--- config.mk ---
export PLATFORM = sky130hd
export DESIGN_NAME = lsu_postinc
export DESIGN_NICKNAME = d
export VERILOG_FILES = /design/src/rtl/lsu_postinc.sv
export SDC_FILE = /design/constraint.sdc
export NUM_CORES = 1
export LEC_CHECK = 0
export BUFFER_PORTS_ARGS = -buffer_cell sky130_fd_sc_hd__buf_2
export CAP_MARGIN = 20
export CORE_ASPECT_RATIO = 0.75
export CORE_MARGIN = 1.5
export CORE_UTILIZATION = 47
export CTS_CLUSTER_SIZE = 30
export DETAILED_ROUTE_END_ITERATION = 16
export PLACE_DENSITY = 0.77
export SYNTH_ARGS = -nofsm -noshare
export SYNTH_HDL_FRONTEND = slang
export SYNTH_SLANG_ARGS = --single-unit
--- constraint.sdc ---
create_clock -name clk -period 4.85 [get_ports clk]
set_input_delay 0.485 -clock clk [delete_from_list [all_inputs] [get_ports clk]]
set_output_delay 0.485 -clock clk [all_outputs]
set_load 0.005 [all_outputs]
--- src/rtl/lsu_postinc.sv ---
// Multi-cycle load/store unit with post-increment addressing. Runs a req/gnt + rvalid
// handshake with data memory and returns the load result and the rs1+imm write-back.
module lsu_postinc #(
    parameter int XLEN    = 32,
    parameter int TIMEOUT = 255
) (
    input  logic            clk,
    input  logic            rst,
    input  logic            ls_valid,
    input  logic            is_store,
    input  logic [2:0]      funct3,
    input  logic            post_inc,
    input  logic [4:0]      rs1_addr,
    input  logic [4:0]      rd_addr,
    input  logic [XLEN-1:0] rs1_data,
    input  logic [XLEN-1:0] rs2_data,
    input  logic [XLEN-1:0] imm,
    output logic            stall,
    output logic            rf_en,
    output logic [XLEN-1:0] wdata,
    output logic            post_inc_en,
    output logic [XLEN-1:0] post_inc_data,
    output logic            mem_req,
    output logic            mem_we,
    output logic [XLEN-1:0] mem_addr,
    output logic [XLEN-1:0] mem_wdata,
    output logic [3:0]      mem_wstrb,
    input  logic            mem_gnt,
    input  logic            mem_rvalid,
    input  logic [XLEN-1:0] mem_rdata,
    output logic            exc_misalign,
    output logic            exc_bus
);
    localparam int CW = $clog2(TIMEOUT + 1);

    typedef enum logic [1:0] {IDLE, REQ, WAIT_R, DONE} state_t;

    state_t          r_state;
    state_t          w_next;
    logic            r_store;
    logic            r_pmode;
    logic [2:0]      r_f3;
    logic [4:0]      r_rs1a;
    logic [4:0]      r_rda;
    logic [XLEN-1:0] r_ea;
    logic [XLEN-1:0] r_pinc;
    logic [XLEN-1:0] r_sdata;
    logic [XLEN-1:0] r_wdata;
    logic [CW-1:0]   r_cnt;
    logic            r_exc_mis;
    logic            r_exc_bus;

    logic [XLEN-1:0] w_pinc;
    logic [XLEN-1:0] w_ea;
    logic            w_mis;
    logic [CW-1:0]   w_cnt_next;
    logic            w_tmo;

    function automatic logic [XLEN-1:0] load_extend(input logic [XLEN-1:0] word,
                                                    input logic [1:0]      ofs,
                                                    input logic [2:0]      f3);
        logic [XLEN-1:0] sh;
        logic            sgn;
        sh  = word >> {ofs, 3'b000};
        sgn = 1'b0;
        case (f3[1:0])
            2'b00: begin
                sgn = sh[7] & ~f3[2];
                load_extend = {{(XLEN-8){sgn}}, sh[7:0]};
            end
            2'b01: begin
                sgn = sh[15] & ~f3[2];
                load_extend = {{(XLEN-16){sgn}}, sh[15:0]};
            end
            default: load_extend = word;
        endcase
    endfunction

    function automatic logic [XLEN-1:0] store_lanes(input logic [XLEN-1:0] d,
                                                    input logic [2:0]      f3);
        case (f3[1:0])
            2'b00:   store_lanes = {(XLEN/8){d[7:0]}};
            2'b01:   store_lanes = {(XLEN/16){d[15:0]}};
            default: store_lanes = d;
        endcase
    endfunction

    function automatic logic [3:0] store_strb(input logic [2:0] f3, input logic [1:0] ofs);
        case (f3[1:0])
            2'b00:   store_strb = 4'b0001 << ofs;
            2'b01:   store_strb = 4'b0011 << ofs;
            default: store_strb = 4'b1111;
        endcase
    endfunction

    // Post-increment mode addresses with the unmodified base; rs1+imm is only written back.
    assign w_pinc     = rs1_data + imm;
    assign w_ea       = post_inc ? rs1_data : w_pinc;
    assign w_mis      = ((funct3[1:0] == 2'b01) && w_ea[0]) ||
                        (funct3[1] && (w_ea[1:0] != 2'b00));
    assign w_cnt_next = r_cnt + 1'b1;
    assign w_tmo      = (w_cnt_next == CW'(TIMEOUT));

    always_ff @(posedge clk or posedge rst) begin
        if (rst) begin
            r_state <= IDLE;
        end else begin
            r_state <= w_next;
        end
    end

    always_comb begin
        w_next = r_state;
        case (r_state)
            IDLE:    if (ls_valid && !w_mis) w_next = REQ;
            REQ: begin
                if (mem_gnt)    w_next = r_store ? DONE : WAIT_R;
                else if (w_tmo) w_next = IDLE;
            end
            WAIT_R: begin
                if (mem_rvalid) w_next = DONE;
                else if (w_tmo) w_next = IDLE;
            end
            DONE:    w_next = IDLE;
            default: w_next = IDLE;
        endcase
    end

    always_ff @(posedge clk or posedge rst) begin
        if (rst) begin
            r_store   <= 1'b0;
            r_pmode   <= 1'b0;
            r_f3      <= '0;
            r_rs1a    <= '0;
            r_rda     <= '0;
            r_ea      <= '0;
            r_pinc    <= '0;
            r_sdata   <= '0;
            r_wdata   <= '0;
            r_cnt     <= '0;
            r_exc_mis <= 1'b0;
            r_exc_bus <= 1'b0;
        end else begin
            r_exc_mis <= (r_state == IDLE) && ls_valid && w_mis;
            r_exc_bus <= (((r_state == REQ) && !mem_gnt) ||
                          ((r_state == WAIT_R) && !mem_rvalid)) && w_tmo;
            if ((r_state == IDLE) && ls_valid) begin
                r_store <= is_store;
                r_pmode <= post_inc;
                r_f3    <= funct3;
                r_rs1a  <= rs1_addr;
                r_rda   <= rd_addr;
                r_ea    <= w_ea;
                r_pinc  <= w_pinc;
                r_sdata <= rs2_data;
            end
            // The counter spans REQ and WAIT_R together and restarts from IDLE.
            if ((r_state == REQ) || (r_state == WAIT_R)) begin
                r_cnt <= w_cnt_next;
            end else begin
                r_cnt <= '0;
            end
            if ((r_state == WAIT_R) && mem_rvalid) begin
                r_wdata <= load_extend(mem_rdata, r_ea[1:0], r_f3);
            end
        end
    end

    always_comb begin
        stall       = 1'b0;
        mem_req     = 1'b0;
        mem_we      = 1'b0;
        mem_addr    = '0;
        mem_wdata   = '0;
        mem_wstrb   = 4'b0000;
        rf_en       = 1'b0;
        post_inc_en = 1'b0;
        case (r_state)
            IDLE: stall = ls_valid;
            REQ: begin
                stall    = 1'b1;
                mem_req  = 1'b1;
                mem_we   = r_store;
                mem_addr = {r_ea[XLEN-1:2], 2'b00};
                if (r_store) begin
                    mem_wdata = store_lanes(r_sdata, r_f3);
                    mem_wstrb = store_strb(r_f3, r_ea[1:0]);
                end
            end
            WAIT_R: stall = 1'b1;
            DONE: begin
                rf_en       = !r_store && (r_rda != 5'd0);
                // A load that targets its own base register keeps the load data.
                post_inc_en = r_pmode && (r_rs1a != 5'd0) && !(!r_store && (r_rda == r_rs1a));
            end
            default: ;
        endcase
    end

    assign wdata         = r_wdata;
    assign post_inc_data = r_pinc;
    assign exc_misalign  = r_exc_mis;
    assign exc_bus       = r_exc_bus;

endmodule
* Word level (Yosys, flattened, before mapping)
Index checks and enable logic that the tools add are counted.
** Word-level totals
- Memory bits (writable) :: 0
- Bits in latches :: 0
- Memories :: 0
- Flip-flop bits (word level) :: 155
- Output and inout bits :: 139
- Input bits :: 148
- Bits in read-only memories :: 0
** Cells by class
- Equality and inequality tests :: 8
- Reduce and logical (&&, ||, !) cells :: 27
- Shifts and indexed selects :: 3
- Bitwise logic cells :: 3
- $add $sub $neg :: 2
- Multiplexer cells :: 21
- Order comparisons :: 0
- Divide/modulo/power cells :: 0
- $mul :: 0
** Operators with widths (number)
- $mux W32 :: 4
- $pmux W32 S2 :: 2
- $add A32 B32 Y32 :: 1
- $shr A32 B5 Y16 :: 1
- $logic_and A1 B1 Y1 :: 13
- $reduce_bool A5 Y1 :: 2
- $add A8 B1 Y8 const B :: 1
- $eq A8 B8 Y1 const B :: 1
- $mux W2 :: 4
- $mux W4 :: 2
- $mux W8 :: 1
- $pmux W2 S4 :: 1
- $pmux W4 S2 :: 1
- $eq A2 B1 Y1 const B :: 3
- $eq A5 B5 Y1 :: 1
- $logic_not A1 Y1 :: 5
- $mux W1 :: 5
- $eq A2 B2 Y1 const B :: 2
- $logic_not A2 Y1 :: 2
- $shl A1 B2 Y4 const A :: 1
- $shl A2 B2 Y4 const A :: 1
- $logic_or A1 B1 Y1 :: 3
- $and A1 B1 Y1 :: 2
- $ne A2 B2 Y1 const B :: 1
- other kinds (4) :: 4

* Longest topological paths before layout
Gate-level depths: netlist (run 1).
- Depth after elaboration :: 9
- Mapped depth :: 10
- Gate-level depth less buffers :: 10

* Least setup slack after synthesis (run 1)
OpenSTA, ideal clock, no wires.
- Path kind :: input to register
- Start point :: input rs1_data[0]
- End point :: register r_pinc[20], in the netlist post_inc_data[20]
- Path slack :: 2080 ps
- Arrival time :: 2641 ps
- Buffers on the path :: 0
- Required time :: 4721 ps
- Stages on the path :: 10
- Cell sequence :: ha_1 -> fa_1 -> a21o_1 -> a31oi_1 -> o21a_1 -> o21ai_1 -> a221o_1 -> a221oi_2 -> xor2_1 -> o21ai_1
** Between the ends
- Word-level cells in the longest chain between the ends :: 1
** Ends and longest elaborated chain
- start, declared :: RTL line 15 : input logic [XLEN-1:0] rs1_data,
- $add A32 B32 Y32 :: RTL line 97 : assign w_pinc = rs1_data + imm;
- end signal, assigned :: RTL line 154 : r_pinc <= w_pinc;
- end, declared :: RTL line 46 : logic [XLEN-1:0] r_pinc;
No other way between the ends.
A chain may end at the register's enable or synchronous reset.

* Worst setup path after layout (run 1)
- Start point :: register r_store
- End point :: output mem_wdata[8]
** Between the ends
- Word-level cells in the longest chain between the ends :: 2
** Ends and longest elaborated chain
- start, declared :: RTL line 40 : logic r_store;
- start signal, assigned :: RTL line 148 : r_store <= is_store;
- $mux W32 :: RTL line 185 : if (r_store) begin
- $mux W32 :: RTL line 178 : case (r_state)
- end, declared :: RTL line 26 : output logic [XLEN-1:0] mem_wdata,
No other way between the ends.

==> results of run 1 <==
-- layout make-up --
cell class / count / share of cell area (%)
Multi-Input combinational cell: 885 / 44.3
Sequential cell: 155 / 34.2
Timing Repair Buffer: 293 / 13.1
Clock buffer: 17 / 3.75
Tap cell: 253 / 2.79
Clock inverter: 14 / 1.41
Inverter: 13 / 0.474
Antenna cell: 1 / 0.0220
-- registers in the layout, indices dropped and copies added, names as in the netlist --
| name | count |
|---|---|
| r_cnt | 8 |
| wdata | 32 |
| r_ea | 32 |
| post_inc_data | 32 |
| r_store | 1 |
| exc_bus | 1 |
| exc_misalign | 1 |
| r_sdata | 32 |
| r_rda | 5 |
| r_rs1a | 5 |
| r_pmode | 1 |
| r_state | 2 |
| r_f3 | 3 |
-- stage by stage --
step	total power [mW]	utilization [%]
global route	6.91	58.9
detailed placement	5.05	55.9
global placement	4.98	55.9
finish	6.41	58.9
CTS	6.43	58.9
floorplan	3.99	-
-- routing by layer --
metal	share of wire, %	routed length [um]
met1	48	13000
met2	42	11500
met3	7.5	2040
met4	2.3	618
met5	0	0
-- cells in the final DEF (no fill, tap or decap), types with 12 or more instances in the layout --
cell,n
inv_1,12
mux2i_1,39
dfrtp_1,154
nand3_1,14
ha_1,38
buf_2,284
and3_1,17
nor2b_1,12
and2_1,37
xor2_1,17
nand2_1,285
o21ai_0,71
nor2_1,91
xnor2_1,22
a21oi_1,95
clkbuf_16,17
-- how the worst max path moves through the flow --
stage	cells past startpoint	from	end
2_1_floorplan	1	rst	exc_bus$_DFF_PP0_
3_3_place_gp	11	rs1_data[0]	post_inc_data[20]$_DFFE_PP0P_
3_5_place_dp	11	rs1_data[0]	post_inc_data[20]$_DFFE_PP0P_
4_1_cts	3	r_store$_DFFE_PP0P_	mem_wdata[8]
5_1_grt	3	r_store$_DFFE_PP0P_	mem_wdata[9]
6_report	3	r_store$_DFFE_PP0P_	mem_wdata[8]
-- power groups by stage --
stage	Sequential [mW]	Combinational [mW]	Clock, mW
CTS	2.37	2.68	1.38
global placement	2.37	2.61	0
global route	2.46	3.01	1.44
finish	2.38	2.67	1.35
floorplan	2.22	1.76	0
detailed placement	2.39	2.67	0
-- critical path, cell delays in order, from the launching register on --
cell     delay, ps
dfrtp_1        720
nand2_1        770
a21oi_1        420
buf_2          170
-- kinds of logic (layout without fill, tap and decap cells) --
group           Yosys count  after routing  synth area share (%)
simple gates            503            503                  24.0
compound gates          261            261                  16.7
flops                   155            155                  42.1
fa+ha+maj                39             39                  5.38
xor+xnor                 39             39                  3.71
mux                      41             41                  4.60
other cells               1              3                0.0407
buf+inv                  81            337                  3.52
==> results.toml, run 1 <==
[routing]
vias = 8951
wl_per_cell_um = 16.7
postRouteAntennaNets = 0
drcViolationCount = 0
vias_per_cell = 5.49
first_iter_violations = 822
detail_route.first_pass.iterations = 6
routed_wl_um = 27200

[timing]
tightest_slew_ps = 1040
hold_slack_ps = 233
tns_ps = 0
post-route-min-period_ps = 3010
max_freq_mhz = 332
max-slew-margin-rel_pct = 30.4
period_share_pct = 62.1
setup_viol = 0
setup_slack_ps = 1840
drv_slew = 0
rsz0062_at_grt = "no"
hold_violations = 0
skew_ps = 8.73

[global_routing]
grt_pass1_wl_um = 43700
use_met1_pct = 41.5
busiest_layer = "met1"
grt_pass1_vias = 8295
grt.total_usage_pct = 26.9
antenna_found_initial = 1
grtUsageMet3_pct = 5.16
use_met2_pct = 37.8
grt_start_max_net_pins = 95
grt_overflow = 0

[status]
status = "finished clean"

[clock_tree]
hold_buffers = 0
clk_latency_ps = 420
cts_sinks = 155
clockRootBuffer = "clkbuf_16"
clk_path_buf_depth = 2
cts.clk_slew.worst_paths_ps = 70
cts-buffers-inserted = 17
postCtsSetupBuffers = 0
post_cts_resized = 0
h-tree-depth = 4
cts_tree = "done"

[power]
pwr-share-comb_pct = 41.7
clockPowerShare_pct = 21.1
p_int_mw = 3.80
sw_frac_of_total_pct = 40.6
power.net_switching_mw = 2.60
p_leak_nw = 5.88
peakVddDrop_mv = 0.257
p_seq_share_pct = 37.2
power.density_mw_per_mm2 = 564

[logic_synthesis]
synth_area_per_cell_sq_um = 8.23
yosysMostFrequentCell = "nand2_1"
synth_area_sq_mm = 0.00922
synth_edf_count = 0
netlist_instances = 1120
synth.area.top_cells = "dfrtp_1 (42%), nand2_1 (12%), a21oi_1 (5.2%), ha_1 (5.2%), mux2i_1 (4.2%)"
yosysWarnings = 0
ys_ff_latch = 155
synth_ff_type = "dfrtp_1"
synthDistinctLibCells = 58
yosys.area.top_type_share_pct = 42.1
synth_commonest_cells = "nand2_1 (286), dfrtp_1 (155), a21oi_1 (95), nor2_1 (91), o21ai_0 (71)"
yosysTopAreaCell = "dfrtp_1"
ys_seq_area_share_pct = 42.1
async_flop_share_pct = 100

[floorplanning]
core_region_area_sq_mm = 0.0193
rows = 44
die-area_sq_mm = 0.0205
die_x_um = 165
ios = 287
start_util_pct = 47.8
die_y_um = 124

[placement]
dpl_cell_area_sq_mm = 0.0108
post-place-ws_ps = 1590
gp_congestion = 0.923
hpwlAfterDp_um = 19800
io_buffers = 284
place_inst = 1599

[setup_path]
worst-endpoint-arrival_ps = 2530
worst_r2r_path_depth = 6
cp.required_ps = 4370
reg2reg_to = "wdata[30]$_DFFE_PP0P_"
setup.worst_path.start_class = "flop"
crit_fanout = 29
r2r-start = "r_f3[1]$_DFFE_PP0P_"
worstSetupPathType = "reg2out"
reg2reg_slack_ps = 2050
end_kind = "primary output"

[final_layout]
fin_area_sq_mm = 0.0114
multiInputGateArea_sq_mm = 0.00502
fillers = 1764
area_growth_pct = 23.2
drive_above_1_share_pct = 24.6
nets = 1552
layout.cells.non_filler = 1631
regArea_sq_mm = 0.00388

[job]
maxCapViolations = 0

[worst_hold_path]
min_path_type = "in2async"
Note: power is estimated with default switching activity, not from simulation.
==> run 2, diff against run 1 <==
==> constraint.sdc (replaced) <==
create_clock -name clk -period 2.4 [get_ports clk]
set_input_delay 0.24 -clock clk [delete_from_list [all_inputs] [get_ports clk]]
set_output_delay 0.24 -clock clk [all_outputs]
set_load 0.005 [all_outputs]
==> run 2 against run 1 <==
  * Non-clock buffer count rose by 100
  * Clock power increased by 95%
  * Via count up 4.9%
  * Largest power group unchanged
  * Combinational power up 120%
  * Global-route usage is 1.6 points higher
  * Highest routed layer unchanged
==> results.toml, run 2 (synthesized netlist as in run 1, its figures left out) <==
[clock_tree]
cts-buffers-inserted = 17
cts.clk_slew.worst_paths_ps = 70
clk_path_buf_depth = 2
cts_sinks = 155
clockRootBuffer = "clkbuf_16"
h-tree-depth = 4
clk_latency_ps = 430
cts_tree = "done"

[floorplanning]
ios = 287
start_util_pct = 47.8
die_x_um = 165
core_region_area_sq_mm = 0.0193
rows = 44
die_y_um = 124
die-area_sq_mm = 0.0205

[routing]
routed_wl_um = 28900
postRouteAntennaNets = 0
vias = 9388
first_iter_violations = 735
vias_per_cell = 5.42
detail_route.first_pass.iterations = 7
wl_per_cell_um = 16.7
drcViolationCount = 0

[timing]
hold_violations = 0
max-slew-margin-rel_pct = 52.6
tightest_slew_ps = 704
setup_viol = 0
tns_ps = 0
period_share_pct = 94.7
post-route-min-period_ps = 2270
drv_slew = 0
rsz0062_at_grt = "no"
max_freq_mhz = 440
skew_ps = 11.6

[placement]
gp_congestion = 0.929
io_buffers = 284
hpwlAfterDp_um = 21600
place_inst = 1676

[final_layout]
drive_above_1_share_pct = 28.8
nets = 1652
post-route-util_pct = 63.3
final_common_cell = "nand2_1"
most-common-layout-cells = "nand2_1 (285), buf_2 (284), dfrtp_1 (153)"
area_growth_pct = 32.3
layout.cells.non_filler = 1733

[setup_path]
cp.required_ps = 2710
setup.worst_path.start_class = "input pin"
worst-endpoint-arrival_ps = 2580
end_kind = "flop"
crit_start = "rs1_data[0]"
crit_fanout = 3
r2r-start = "r_cnt[0]$_DFF_PP0_"
worstSetupPathType = "in2reg"

[power]
pwr-share-comb_pct = 45.1
p_leak_nw = 6.35
p_int_mw = 7.83
peakVddDrop_mv = 0.625
fin_total_pwr_mw = 13.3
power.net_switching_mw = 5.44
power.density_mw_per_mm2 = 1090
p_seq_share_pct = 35.1
clockPowerShare_pct = 19.9
sw_frac_of_total_pct = 41.0

[global_routing]
grt_pass1_wl_um = 45900
grt_pass1_vias = 8866
grt_overflow = 0
antenna_found_initial = 2
grt.total_usage_pct = 28.5
grt_start_max_net_pins = 82

[worst_hold_path]
hp-start = "rs2_data[21]"
min_path_type = "in2reg"

[job]
maxCapViolations = 0

[status]
status = "finished clean"
run 2: worst max-delay path, cell delays in order:
cell,delay (ps)
buf_2,120
ha_4,160
fa_2,370
a21o_1,190
a31oi_1,210
o21a_1,190
o21ai_1,90
a221o_1,370
a221oi_2,380
xor2_1,180
o21ai_1,70
run 2: final cells by class:
cell class / count / area (sq um)
repair buffers: 393 / 2330
clock buffers: 18 / 439
multi-input cells: 885 / 5050
inverters: 13 / 52.6
clock inverters: 14 / 124
flip-flops and latches: 155 / 3880
well taps: 253 / 317
diodes: 2 / 5.00
fillers: 1653 / 7080
run 2: routing by layer:
metal  vias to the layer above  global-route usage [%]  wire length (um)
met4                         0                    9.54               652
met2                       360                    41.1             12400
met1                      4473                    42.7             13800
met5                         -                       0                 0
li1                       4505                       -                 -
met3                        50                    5.46              2020
run 2: final timing paths:
check | cells past startpoint | slack [ps] | endpoint
setup / recovery | 11 | 130 | post_inc_data[20]$_DFFE_PP0P_
setup reg to reg | 9 | 200 | r_state[1]$_DFFE_PP0P_
min in group asynchronous | 4 | 490 | r_rda[2]$_DFFE_PP0P_
hold reg to reg | 2 | 470 | post_inc_data[6]$_DFFE_PP0P_
max in group asynchronous | 4 | 1520 | r_sdata[9]$_DFFE_PP0P_
hold / removal | 3 | 10 | r_sdata[21]$_DFFE_PP0P_
run 2: through the flow:
step	instance area [sq um]	hold slack [ps]	setup slack [ps]
after floorplan	9240	345	33.9
after global placement	11400	421	-211
after detailed placement	11400	430	-277
after CTS	12200	0.490	56.1
after global routing	12200	5.02	8.41
final	12200	10.2	126
run 2: what timing repair did:
| item | in CTS | in global routing |
|---|---|---|
| resized for setup | 1 | 3 |
| endpoints found under the hold margin | 114 | 0 |
| hold buffers | 20 | 0 |
| setup endpoints to repair | 1 | 3 |
| buffers inserted | 0 | 2 |
run 2: power groups by stage:
stage / sequential (mW) / combinational [mW] / clock (mW)
detailed placement: 4.67 / 5.89 / 0
CTS: 4.64 / 5.94 / 2.67
global placement: 4.64 / 5.74 / 0
finish: 4.65 / 5.98 / 2.63
floorplan: 4.49 / 3.57 / 0
global route: 4.81 / 6.70 / 2.80
==> run 3, diff against run 2 <==
==> config.mk (replaced) <==
export PLATFORM = sky130hd
export DESIGN_NAME = lsu_postinc
export DESIGN_NICKNAME = d
export VERILOG_FILES = /design/src/rtl/lsu_postinc.sv
export SDC_FILE = /design/constraint.sdc
export NUM_CORES = 1
export LEC_CHECK = 0
export CORE_ASPECT_RATIO = 0.75
export CORE_MARGIN = 1
export CORE_UTILIZATION = 55
export CTS_CLUSTER_SIZE = 30
export DETAILED_ROUTE_END_ITERATION = 16
export DONT_BUFFER_PORTS = 1
export PLACE_DENSITY = 0.73
export SYNTH_ARGS = -nofsm -noshare
export SYNTH_HDL_FRONTEND = slang
export SYNTH_SLANG_ARGS = --single-unit
==> run 3 against run 2 <==
  * Combinational power is 19% lower
  * Die area decreased by 16%
  * Sequential share of layout area rose by 3.4 points
  * Sequential power is 4.9% higher
  * Utilization is 4.7 points higher
  * Final cell count down 18%
  * Register-to-register slack about the same
  * Sequential cell count stayed put
  * Total power fell by 7.8%
  * First-iteration DRC count up 4.2%
  * Critical endpoint is now mem_wstrb[2]
==> results.toml, run 3 (synthesized netlist as in run 1, its figures left out) <==
[status]
status = "finished clean"

[floorplanning]
die_y_um = 114
start_util_pct = 56.8
die-area_sq_mm = 0.0173
rows = 40
die_x_um = 151
ios = 287
core_region_area_sq_mm = 0.0162

[clock_tree]
cts_tree = "done"
cts_sinks = 155
cts-buffers-inserted = 17
clk_path_buf_depth = 2
h-tree-depth = 4
clk_latency_ps = 430
cts.clk_slew.worst_paths_ps = 60
clockRootBuffer = "clkbuf_16"

[routing]
postRouteAntennaNets = 0
vias_per_cell = 5.98
first_iter_violations = 766
routed_wl_um = 27700
wl_per_cell_um = 19.4
vias = 8540
drcViolationCount = 0
detail_route.first_pass.iterations = 5

[placement]
dpl_cell_area_sq_mm = 0.00975
place_inst = 1325
io_buffers = 0
hpwlAfterDp_um = 19200
gp_congestion = 0.921

[final_layout]
post-route-util_pct = 67.9
drive_above_1_share_pct = 9.28
layout.cells.non_filler = 1428
area_growth_pct = 19.6
nets = 1393
final_common_cell = "nand2_1"
n_antenna_cell = 0
most-common-layout-cells = "nand2_1 (285), dfrtp_1 (154), a21oi_1 (95)"
fin_area_sq_mm = 0.0110

[global_routing]
antenna_found_initial = 0
grt.total_usage_pct = 31.9
grt_overflow = 0
grt_start_max_net_pins = 56
grt_pass1_wl_um = 42500
grt_pass1_vias = 8089

[job]
maxCapViolations = 0

[setup_path]
worstSetupPathType = "reg2out"
cp.required_ps = 2160
crit_fanout = 10
end_kind = "primary output"
setup.worst_path.start_class = "flop"
reg2reg_slack_ps = 190
worst-endpoint-arrival_ps = 2050

[timing]
tns_ps = 0
setup_viol = 0
max_freq_mhz = 437
max-slew-margin-rel_pct = 49.8
period_share_pct = 95.3
skew_ps = 12.9
rsz0062_at_grt = "no"
tightest_slew_ps = 744
post-route-min-period_ps = 2290
drv_slew = 0
hold_violations = 0

[worst_hold_path]
min_path_type = "in2reg"

[power]
p_leak_nw = 5.20
peakVddDrop_mv = 0.598
power.density_mw_per_mm2 = 1110
## run 3: changes by cell type in the layout (fill, tap and decap cells not counted), moves of 2 or more
cell and delta:
diode_2 -2, clkinvlp_4 +2, buf_2 -284, buf_4 -28
dlygate4sd3_1 +52, inv_8 -2
## run 3: layout make-up
class / instances / area [sq um]
Multi-Input combinational cell: 885 / 5050
Clock buffer: 17 / 425
Fill cell: 1333 / 5200
Inverter: 13 / 52.6
Sequential cell: 155 / 3880
Timing Repair Buffer: 134 / 1240
Tap cell: 210 / 263
Clock inverter: 14 / 113
## run 3: worst max-delay path, stage by stage (launching register included)
cell and delay, ps:
dfrtp_1 590, buf_4 260, nor2b_2 360, a21oi_1 120, a21oi_1 290
## run 3: metal layers
metal  vias to the layer above  wire (um)  part of all wire [%]  global-route usage, %
li1                       3984          -                     -                      -
met1                      4025      12200                    44                   46.0
met2                       471      11800                    43                   45.8
met3                        60       3020                    11                   9.32
met4                         0        615                   2.2                   10.5
met5                         -          0                     0                      0
## run 3: worst paths after layout
path                                startpoint                 endpoint  cells after the start
max in group asynchronous                  rst  r_sdata[13]$_DFFE_PP0P_                      3
min in group asynchronous                  rst    wdata[20]$_DFFE_PP0P_                      2
hold / removal                    rs1_data[26]     r_ea[26]$_DFFE_PP0P_                      2
setup / recovery           r_ea[0]$_DFFE_PP0P_             mem_wstrb[2]                      4
hold reg to reg            r_ea[4]$_DFFE_PP0P_      r_ea[4]$_DFFE_PP0P_                      2
setup reg to reg            r_cnt[0]$_DFF_PP0_        exc_bus$_DFF_PP0_                      7
## run 3: report_power, final
part | switching [mW] | internal, mW | total [mW]
Clock | 1.19 | 1.34 | 2.53
Combinational | 2.88 | 1.94 | 4.83
Sequential | 1.05 | 3.83 | 4.88
## run 3: through the flow
step / total power [mW] / hold WS, ps / setup slack [ps]
final: 12.2 / 10.5 / 113
after global placement: 9.36 / 253 / -145
after CTS: 12.2 / 1.54 / 4.98
after global routing: 13.1 / 14.6 / 45.3
after floorplan: 8.06 / 345 / 33.9
after detailed placement: 9.50 / 250 / -182
## run 3: repair_timing
item,4_1_cts,5_1_grt
buffers inserted,0,0
endpoints found under the setup margin,0,15
endpoints found under the hold margin,99,1
hold buffers,71,1
gates resized for setup,0,3
